File: src/rtl/tile_pkg.sv
// Shared tile definitions: FSM states, tile geometry, ROM addressing.
// Reused by tile_map_scheduler and tile_drawer.
package tile_pkg;

  typedef enum logic [2:0] {
    ST_IDLE,
    ST_FETCH,
    ST_READ,
    ST_LAUNCH,
    ST_WAIT_DONE,
    ST_ADVANCE,
    ST_FINISH
  } state_e;

  localparam int TILE_PX        = 8;
  localparam int WORDS_PER_TILE = 64;

  localparam logic [7:0] EMPTY_TILE_DEF = 8'hFF;

  // First ROM word of a tile; 64 words per tile, 16-bit wrap
  function automatic logic [15:0] tile_rom_addr(
    input logic [15:0] base,
    input logic [7:0]  idx
  );
    return base + {2'b00, idx, 6'b000000};
  endfunction

endpackage

File: src/rtl/tile_map_scheduler_if.sv
// Scheduler bus: frame request, map RAM read port, drawer launch.
// master = scheduler side, slave = environment side.
interface tile_map_scheduler_if;

  logic        start;
  logic [8:0]  map_rd_addr;
  logic [7:0]  map_rd_data;
  logic        draw;
  logic [15:0] tile_address;
  logic [7:0]  x_out;
  logic [7:0]  y_out;
  logic        drawer_done;
  logic        busy;
  logic        frame_done;

  modport master (
    input  start,
    input  map_rd_data,
    input  drawer_done,
    output map_rd_addr,
    output draw,
    output tile_address,
    output x_out,
    output y_out,
    output busy,
    output frame_done
  );

  modport slave (
    output start,
    output map_rd_data,
    output drawer_done,
    input  map_rd_addr,
    input  draw,
    input  tile_address,
    input  x_out,
    input  y_out,
    input  busy,
    input  frame_done
  );

endinterface

File: src/rtl/tile_grid_counter.sv
// Column/row walker over the tile map with linear map address.
// Holds at the last tile; clear restarts at tile 0.
module tile_grid_counter #(
  parameter int COLS = 20,
  parameter int ROWS = 15,
  parameter int CW   = 5,
  parameter int RW   = 4
) (
  input  logic          clk,
  input  logic          reset,
  input  logic          inc_i,
  input  logic          clear_i,
  output logic [CW-1:0] col_o,
  output logic [RW-1:0] row_o,
  output logic [8:0]    addr_o,
  output logic          last_o
);

  logic [CW-1:0] col_q, col_d;
  logic [RW-1:0] row_q, row_d;
  logic [8:0]    addr_q, addr_d;
  logic          col_last;
  logic          last;

  assign col_last = (col_q == CW'(COLS - 1));
  assign last     = col_last && (row_q == RW'(ROWS - 1));

  // Step to the next tile in raster order, never past the last one
  always_comb begin
    col_d  = col_q;
    row_d  = row_q;
    addr_d = addr_q;
    if (clear_i) begin
      col_d  = '0;
      row_d  = '0;
      addr_d = '0;
    end else if (inc_i && !last) begin
      addr_d = addr_q + 9'd1;
      if (col_last) begin
        col_d = '0;
        row_d = row_q + RW'(1);
      end else begin
        col_d = col_q + CW'(1);
      end
    end
  end

  // Position registers
  always_ff @(posedge clk or posedge reset) begin
    if (reset) begin
      col_q  <= '0;
      row_q  <= '0;
      addr_q <= '0;
    end else begin
      col_q  <= col_d;
      row_q  <= row_d;
      addr_q <= addr_d;
    end
  end

  assign col_o  = col_q;
  assign row_o  = row_q;
  assign addr_o = addr_q;
  assign last_o = last;

endmodule

File: src/rtl/tile_map_scheduler.sv
// Walks the tile map once per start and launches tile_drawer
// for every non-empty tile; all outputs come from registers.
module tile_map_scheduler
  import tile_pkg::*;
#(
  parameter int          MAP_COLS   = 20,
  parameter int          MAP_ROWS   = 15,
  parameter logic [15:0] TILE_BASE  = 16'h0000,
  parameter logic [7:0]  EMPTY_TILE = EMPTY_TILE_DEF
) (
  input logic                  clk,
  input logic                  reset,
  tile_map_scheduler_if.master bus
);

  localparam int CW = (MAP_COLS > 1) ? $clog2(MAP_COLS) : 1;
  localparam int RW = (MAP_ROWS > 1) ? $clog2(MAP_ROWS) : 1;

  state_e state_q, state_d;

  logic [7:0]  tile_idx_q, tile_idx_d;
  logic [15:0] tile_addr_q, tile_addr_d;
  logic [7:0]  x_q, x_d;
  logic [7:0]  y_q, y_d;
  logic        draw_q, draw_d;
  logic        busy_q, busy_d;
  logic        fdone_q, fdone_d;

  logic [CW-1:0] col_w;
  logic [RW-1:0] row_w;
  logic [8:0]    addr_w;
  logic          last_w;
  logic          grid_inc;
  logic          grid_clr;

  assign grid_clr = (state_q == ST_IDLE) && bus.start;
  assign grid_inc = (state_q == ST_ADVANCE) && !last_w;

  tile_grid_counter #(
    .COLS (MAP_COLS),
    .ROWS (MAP_ROWS),
    .CW   (CW),
    .RW   (RW)
  ) u_grid (
    .clk     (clk),
    .reset   (reset),
    .inc_i   (grid_inc),
    .clear_i (grid_clr),
    .col_o   (col_w),
    .row_o   (row_w),
    .addr_o  (addr_w),
    .last_o  (last_w)
  );

  // State register
  always_ff @(posedge clk or posedge reset) begin
    if (reset) state_q <= ST_IDLE;
    else       state_q <= state_d;
  end

  // Next-state logic; drawer_done only matters in WAIT_DONE
  always_comb begin
    state_d = state_q;
    unique case (state_q)
      ST_IDLE:      if (bus.start) state_d = ST_FETCH;
      ST_FETCH:     state_d = ST_READ;
      ST_READ:      state_d = ST_LAUNCH;
      ST_LAUNCH:    state_d = (tile_idx_q == EMPTY_TILE) ?
                              ST_ADVANCE : ST_WAIT_DONE;
      ST_WAIT_DONE: if (bus.drawer_done) state_d = ST_ADVANCE;
      ST_ADVANCE:   state_d = last_w ? ST_FINISH : ST_FETCH;
      ST_FINISH:    state_d = ST_IDLE;
      default:      state_d = ST_IDLE;
    endcase
  end

  // Output next values; tile data is captured on READ->LAUNCH
  always_comb begin
    tile_idx_d  = tile_idx_q;
    tile_addr_d = tile_addr_q;
    x_d         = x_q;
    y_d         = y_q;
    if (state_q == ST_READ) begin
      tile_idx_d  = bus.map_rd_data;
      tile_addr_d = tile_rom_addr(TILE_BASE, bus.map_rd_data);
      x_d         = 8'(int'(col_w) * TILE_PX);
      y_d         = 8'(int'(row_w) * TILE_PX);
    end
    draw_d  = (state_q == ST_READ) &&
              (bus.map_rd_data != EMPTY_TILE);
    busy_d  = (state_d != ST_IDLE);
    fdone_d = (state_d == ST_FINISH);
  end

  // Output registers
  always_ff @(posedge clk or posedge reset) begin
    if (reset) begin
      tile_idx_q  <= 8'h00;
      tile_addr_q <= TILE_BASE;
      x_q         <= 8'h00;
      y_q         <= 8'h00;
      draw_q      <= 1'b0;
      busy_q      <= 1'b0;
      fdone_q     <= 1'b0;
    end else begin
      tile_idx_q  <= tile_idx_d;
      tile_addr_q <= tile_addr_d;
      x_q         <= x_d;
      y_q         <= y_d;
      draw_q      <= draw_d;
      busy_q      <= busy_d;
      fdone_q     <= fdone_d;
    end
  end

  assign bus.map_rd_addr  = addr_w;
  assign bus.draw         = draw_q;
  assign bus.tile_address = tile_addr_q;
  assign bus.x_out        = x_q;
  assign bus.y_out        = y_q;
  assign bus.busy         = busy_q;
  assign bus.frame_done   = fdone_q;

endmodule

File: src/flat_wrapper.sv
// flat-port wrapper written by rule: the top's interface ports become plain ports
module tile_map_scheduler_flat import tile_pkg::*;
#(
  parameter int          MAP_COLS   = 20,
  parameter int          MAP_ROWS   = 15,
  parameter logic [15:0] TILE_BASE  = 16'h0000,
  parameter logic [7:0]  EMPTY_TILE = EMPTY_TILE_DEF
)
  (clk, reset, bus_start, bus_map_rd_data, bus_drawer_done, bus_map_rd_addr, bus_draw, bus_tile_address, bus_x_out, bus_y_out, bus_busy, bus_frame_done);
  tile_map_scheduler_if bus_i ();
  input logic clk;
  input logic reset;
  input wire logic [$bits(bus_i.start)-1:0] bus_start;
  input wire logic [$bits(bus_i.map_rd_data)-1:0] bus_map_rd_data;
  input wire logic [$bits(bus_i.drawer_done)-1:0] bus_drawer_done;
  output wire logic [$bits(bus_i.map_rd_addr)-1:0] bus_map_rd_addr;
  output wire logic [$bits(bus_i.draw)-1:0] bus_draw;
  output wire logic [$bits(bus_i.tile_address)-1:0] bus_tile_address;
  output wire logic [$bits(bus_i.x_out)-1:0] bus_x_out;
  output wire logic [$bits(bus_i.y_out)-1:0] bus_y_out;
  output wire logic [$bits(bus_i.busy)-1:0] bus_busy;
  output wire logic [$bits(bus_i.frame_done)-1:0] bus_frame_done;
  assign bus_i.start = bus_start;
  assign bus_i.map_rd_data = bus_map_rd_data;
  assign bus_i.drawer_done = bus_drawer_done;
  assign bus_map_rd_addr = bus_i.map_rd_addr;
  assign bus_draw = bus_i.draw;
  assign bus_tile_address = bus_i.tile_address;
  assign bus_x_out = bus_i.x_out;
  assign bus_y_out = bus_i.y_out;
  assign bus_busy = bus_i.busy;
  assign bus_frame_done = bus_i.frame_done;
  tile_map_scheduler #(.MAP_COLS(MAP_COLS), .MAP_ROWS(MAP_ROWS), .TILE_BASE(TILE_BASE), .EMPTY_TILE(EMPTY_TILE)) u_core (.clk(clk), .reset(reset), .bus(bus_i));
endmodule
File: config.mk
export PLATFORM = sky130hd
export DESIGN_NAME = tile_map_scheduler_flat
export DESIGN_NICKNAME = d
export VERILOG_FILES = /design/src/rtl/tile_pkg.sv /design/src/rtl/tile_map_scheduler_if.sv /design/src/rtl/tile_grid_counter.sv /design/src/rtl/tile_map_scheduler.sv /design/src/flat_wrapper.sv
export SDC_FILE = /design/constraint.sdc
export NUM_CORES = 1
export LEC_CHECK = 0
export BUFFER_PORTS_ARGS = -buffer_cell sky130_fd_sc_hd__buf_2
export CAP_MARGIN = 20
export CORE_MARGIN = 2
export CORE_UTILIZATION = 25
export CTS_BUF_LIST = sky130_fd_sc_hd__clkbuf_8
export CTS_CLUSTER_SIZE = 14
export DETAILED_ROUTE_END_ITERATION = 8
export GPL_TIMING_DRIVEN = 0
export PLACE_DENSITY_LB_ADDON = 0.05
export SLEW_MARGIN = 20
export SYNTH_ARGS = -nofsm -noshare
export SYNTH_HDL_FRONTEND = slang
export SYNTH_SLANG_ARGS = --single-unit
File: constraint.sdc
create_clock -name clk -period 4.72 [get_ports clk]
set_clock_uncertainty 0.15 [all_clocks]
set_input_delay 0.472 -clock clk [delete_from_list [all_inputs] [get_ports clk]]
set_output_delay 0.472 -clock clk [all_outputs]
set_load 0.02 [all_outputs]
==> results.md <==
- All-Layer GR Usage: 0.118
- HPWL Detailed: 3.46 mm
- Post-synth EDFFs: 0
- Worst Tran Pin Value: 0.531 ns
- Post_cts resized: 0
- Synth top area share: 0.492
- Critical path arrival: 2.20 ns
- Die Width: 95.3 um
- VDD IR max: 0.000198 V
- Worst setup EP type: flop
- Hold_sp: bus_map_rd_data[2]
- Relative slew slack: 0.646
- Row count: 33
- MaxCap Viol Count: 0
- H-tree levels: 2
- Synthesized flop and latch total: 41
- Reg-to-reg endpoint: u_core.u_grid.addr_o[8]$_DFFE_PP0P_
- Worst-path fanout max: 8
- Die Height: 95.3 um
- Setup TNS: 0 ns
- Reg2Reg Depth: 6
- Die area: 9080 um2
- Critical Setup Path Class: reg2reg
- Final setup viols: 0
- Root Driver: clkbuf_8
- Startpoint Class: flop
- Drt wl/cell: 13.5 um
- Max Fclk: 465 MHz
- Initial antenna violation count: 0
- First-pass GRT wire length: 8.13 mm
- Slowest CP cell: a2111oi_4
- Slowest stage delay, CP: 0.45 ns
- Drt drc: 0
- Worst r2r src: u_core.u_grid.col_o[0]$_DFFE_PP0P_
- Hold Violations, Final: 0
- Yosys Warn Count: 0
- Clock Latency Late Sink: 0.30 ns
- Syn Area/Cell: 11.4 um2
- Unrepaired setup endpoints after global routing: false
- Synth Cell Area: 2080 um2
- # port buffers: 40
- Final nets: 262
- Total wire length: 4.75 mm
- CP cell instances: ha_1 -> nor4bb_1 -> buf_4 -> a2111oi_4 -> a31oi_1 -> a41o_1
- Starting Density: 0.256
- Drt first pass iters: 4
- Total global routing overflow: 0
- R2R setup slack: 2.57 ns
- Synth top area cells: dfrtp_1 49%, mux2_2 9.2%, buf_4 6.8%
- Internal: 729 uW
- Synth Instances: 183
- Post-synth top flop: dfrtp_1
- Core area: 8130 um2
- Fillers: 841
- Outcome: finished clean
- Sequential fraction of design power: 0.408
- Period utilization: 0.456
- Synth unique cells: 46
- CP required: 4.77 ns
- PwrDens: 463 nW/um2
- DR vias: 1,554
- Lkg Pwr: 0.00123 uW
- Asr flop ratio synth: 1.00
- Via-per-instance ratio: 4.41
- Fin crit period: 2.15 ns
- Switching share of power: 0.390
- Sequential-to-total area share from yosys stat: 0.492
- Worst Hold End: u_core.tile_idx_q[2]$_DFFE_PP0P_
- Minimum hold slack: 0.269 ns
- Largest net degree at the start of global routing: 27
- Max-slew violations: 0
- Clock slew seen by the registers of the worst setup and hold paths: 0.09 ns
- CTS sink cnt: 41
- Drt first-iter violations: 61
- Switching power: 467 uW
- Final Wtd Congestion: 0.674
- # diodes: 0
- Clock share of power: 0.197
- Largest area contributor in the netlist: dfrtp_1
- Hold Crit Depth: 2
- Synthesis-to-layout area growth: 24.0%
- Hold Path Class: in2reg
- TritonCTS Buffers: 5
- Post-DRT Antenna Nets: 0
- Gate power share: 0.395
- Layout cells sized above 1: 0.397
- Clock buffer depth: 2
- CTS tree: yes
- Top-level I/O count: 56
- Vias in the first global route: 1,542
Yosys cell counts (all sizes together), types with 2 or more instances:
cell    number
nand4        7
inv          4
dfrtp       41
nor3         3
o31ai        2
ha           4
a211oi       2
nor2        14
o211ai       2
xnor2        6
buf         21
o21ai        5
clkbuf       2
a21oi        7
a31oi        2
mux2i        2
nand3b       3
nand2       10
mux2        17
nand3       10
power groups by stage:
stage	clock network [uW]	registers (uW)	logic (uW)
2_1_floorplan	0	561	272
3_3_place_gp	0	498	481
3_5_place_dp	0	498	481
4_1_cts	244	491	483
5_1_grt	263	504	525
6_report	235	488	472
per-layer routing:
metal  track usage  share of wire  routed length (um)  vias up
li1              -              -                   -      755
met1         0.157           0.47                2210      738
met2         0.185           0.45                2150       56
met3        0.0348          0.069                 328        5
met4        0.0399          0.014                  67        0
met5             0              0                   0        -
layout by cell type (no fill, tap or decap), drive strengths merged, types with 5 or more instances in the layout:
cell	instances
clkbuf	7
nand4	7
conb	15
xnor2	6
nand3	10
nor2	14
mux2	17
dfrtp	41
nand2	10
buf	62
o21ai	5
a21oi	7
sequential cells by signal, summed over array words and instances, names as in the netlist:
| register | count |
|---|---|
| u_core.tile_idx_q | 8 |
| u_core.bus.y_out | 4 |
| u_core.state_q | 3 |
| u_core.bus.draw | 1 |
| u_core.u_grid.row_o | 4 |
| u_core.bus.frame_done | 1 |
| u_core.u_grid.col_o | 5 |
| u_core.u_grid.addr_o | 9 |
| u_core.bus.busy | 1 |
| u_core.bus.x_out | 5 |
worst max-delay path: cells and delay by family, from the launching register on:
| kind | cells | cell delay [ns] |
|---|---|---|
| AO/OA/AOI/OAI | 3 | 0.80 |
| flip-flops | 1 | 0.44 |
| adder cells (fa/ha/maj) | 1 | 0.30 |
| buffers and inverters | 1 | 0.19 |
| AND/OR/NAND/NOR | 1 | 0.16 |
layout make-up:
type,count,area (um2),share of cell area
buffer,23,166,0.0644
clock buffer,5,68.8,0.0266
clock inverter,3,17.5,0.00678
inverter,4,15.0,0.00581
multi-input combinational,129,928,0.359
sequential,41,1030,0.397
tap,105,131,0.0508
timing repair buffer,42,230,0.0891
timing repair:
item	CTS	global route
hold buffers	1	0
buffers inserted	0	0
hold endpoints to repair	3	0
through the flow:
| stage | cells | worst slack, ns | utilization | power [uW] | cell area [um2] |
|---|---|---|---|---|---|
| 2_1_floorplan | 197 | 2.77 | - | 834 | 2140 |
| 3_3_place_gp | 342 | 2.39 | 0.303 | 980 | 2470 |
| 3_5_place_dp | 343 | 2.50 | 0.306 | 979 | 2490 |
| 4_1_cts | 352 | 2.49 | 0.318 | 1220 | 2580 |
| 5_1_grt | 352 | 2.35 | 0.318 | 1290 | 2580 |
| 6_report | 352 | 2.57 | 0.318 | 1200 | 2580 |
cells by family after synthesis:
logic type | share of synthesized area
and+or+nand+nor | 0.160
buffers and inverters | 0.0871
xor gates and xnor gates | 0.0294
other | 0.00180
AOI/OAI and AO/OA | 0.104
muxes | 0.102
adders and majority gates | 0.0240
DFF | 0.492
worst max path at each step:
| stage | start | to | slack (ns) | cells past startpoint |
|---|---|---|---|---|
| after floorplan | u_core.u_grid.row_o[0]$_DFFE_PP0P_ | u_core.u_grid.addr_o[8]$_DFFE_PP0P_ | 2.77 | 7 |
| after global placement | reset | u_core.bus.x_out[4]$_DFFE_PP0P_ | 2.39 | 2 |
| after detailed placement | u_core.u_grid.row_o[0]$_DFFE_PP0P_ | u_core.bus.busy$_DFF_PP0_ | 2.50 | 7 |
| after CTS | u_core.u_grid.row_o[0]$_DFFE_PP0P_ | u_core.bus.busy$_DFF_PP0_ | 2.49 | 7 |
| after global routing | u_core.u_grid.row_o[0]$_DFFE_PP0P_ | u_core.bus.busy$_DFF_PP0_ | 2.35 | 7 |
| final | u_core.u_grid.col_o[0]$_DFFE_PP0P_ | u_core.u_grid.addr_o[8]$_DFFE_PP0P_ | 2.57 | 6 |
No activity file was read; power rests on OpenSTA's default activity.
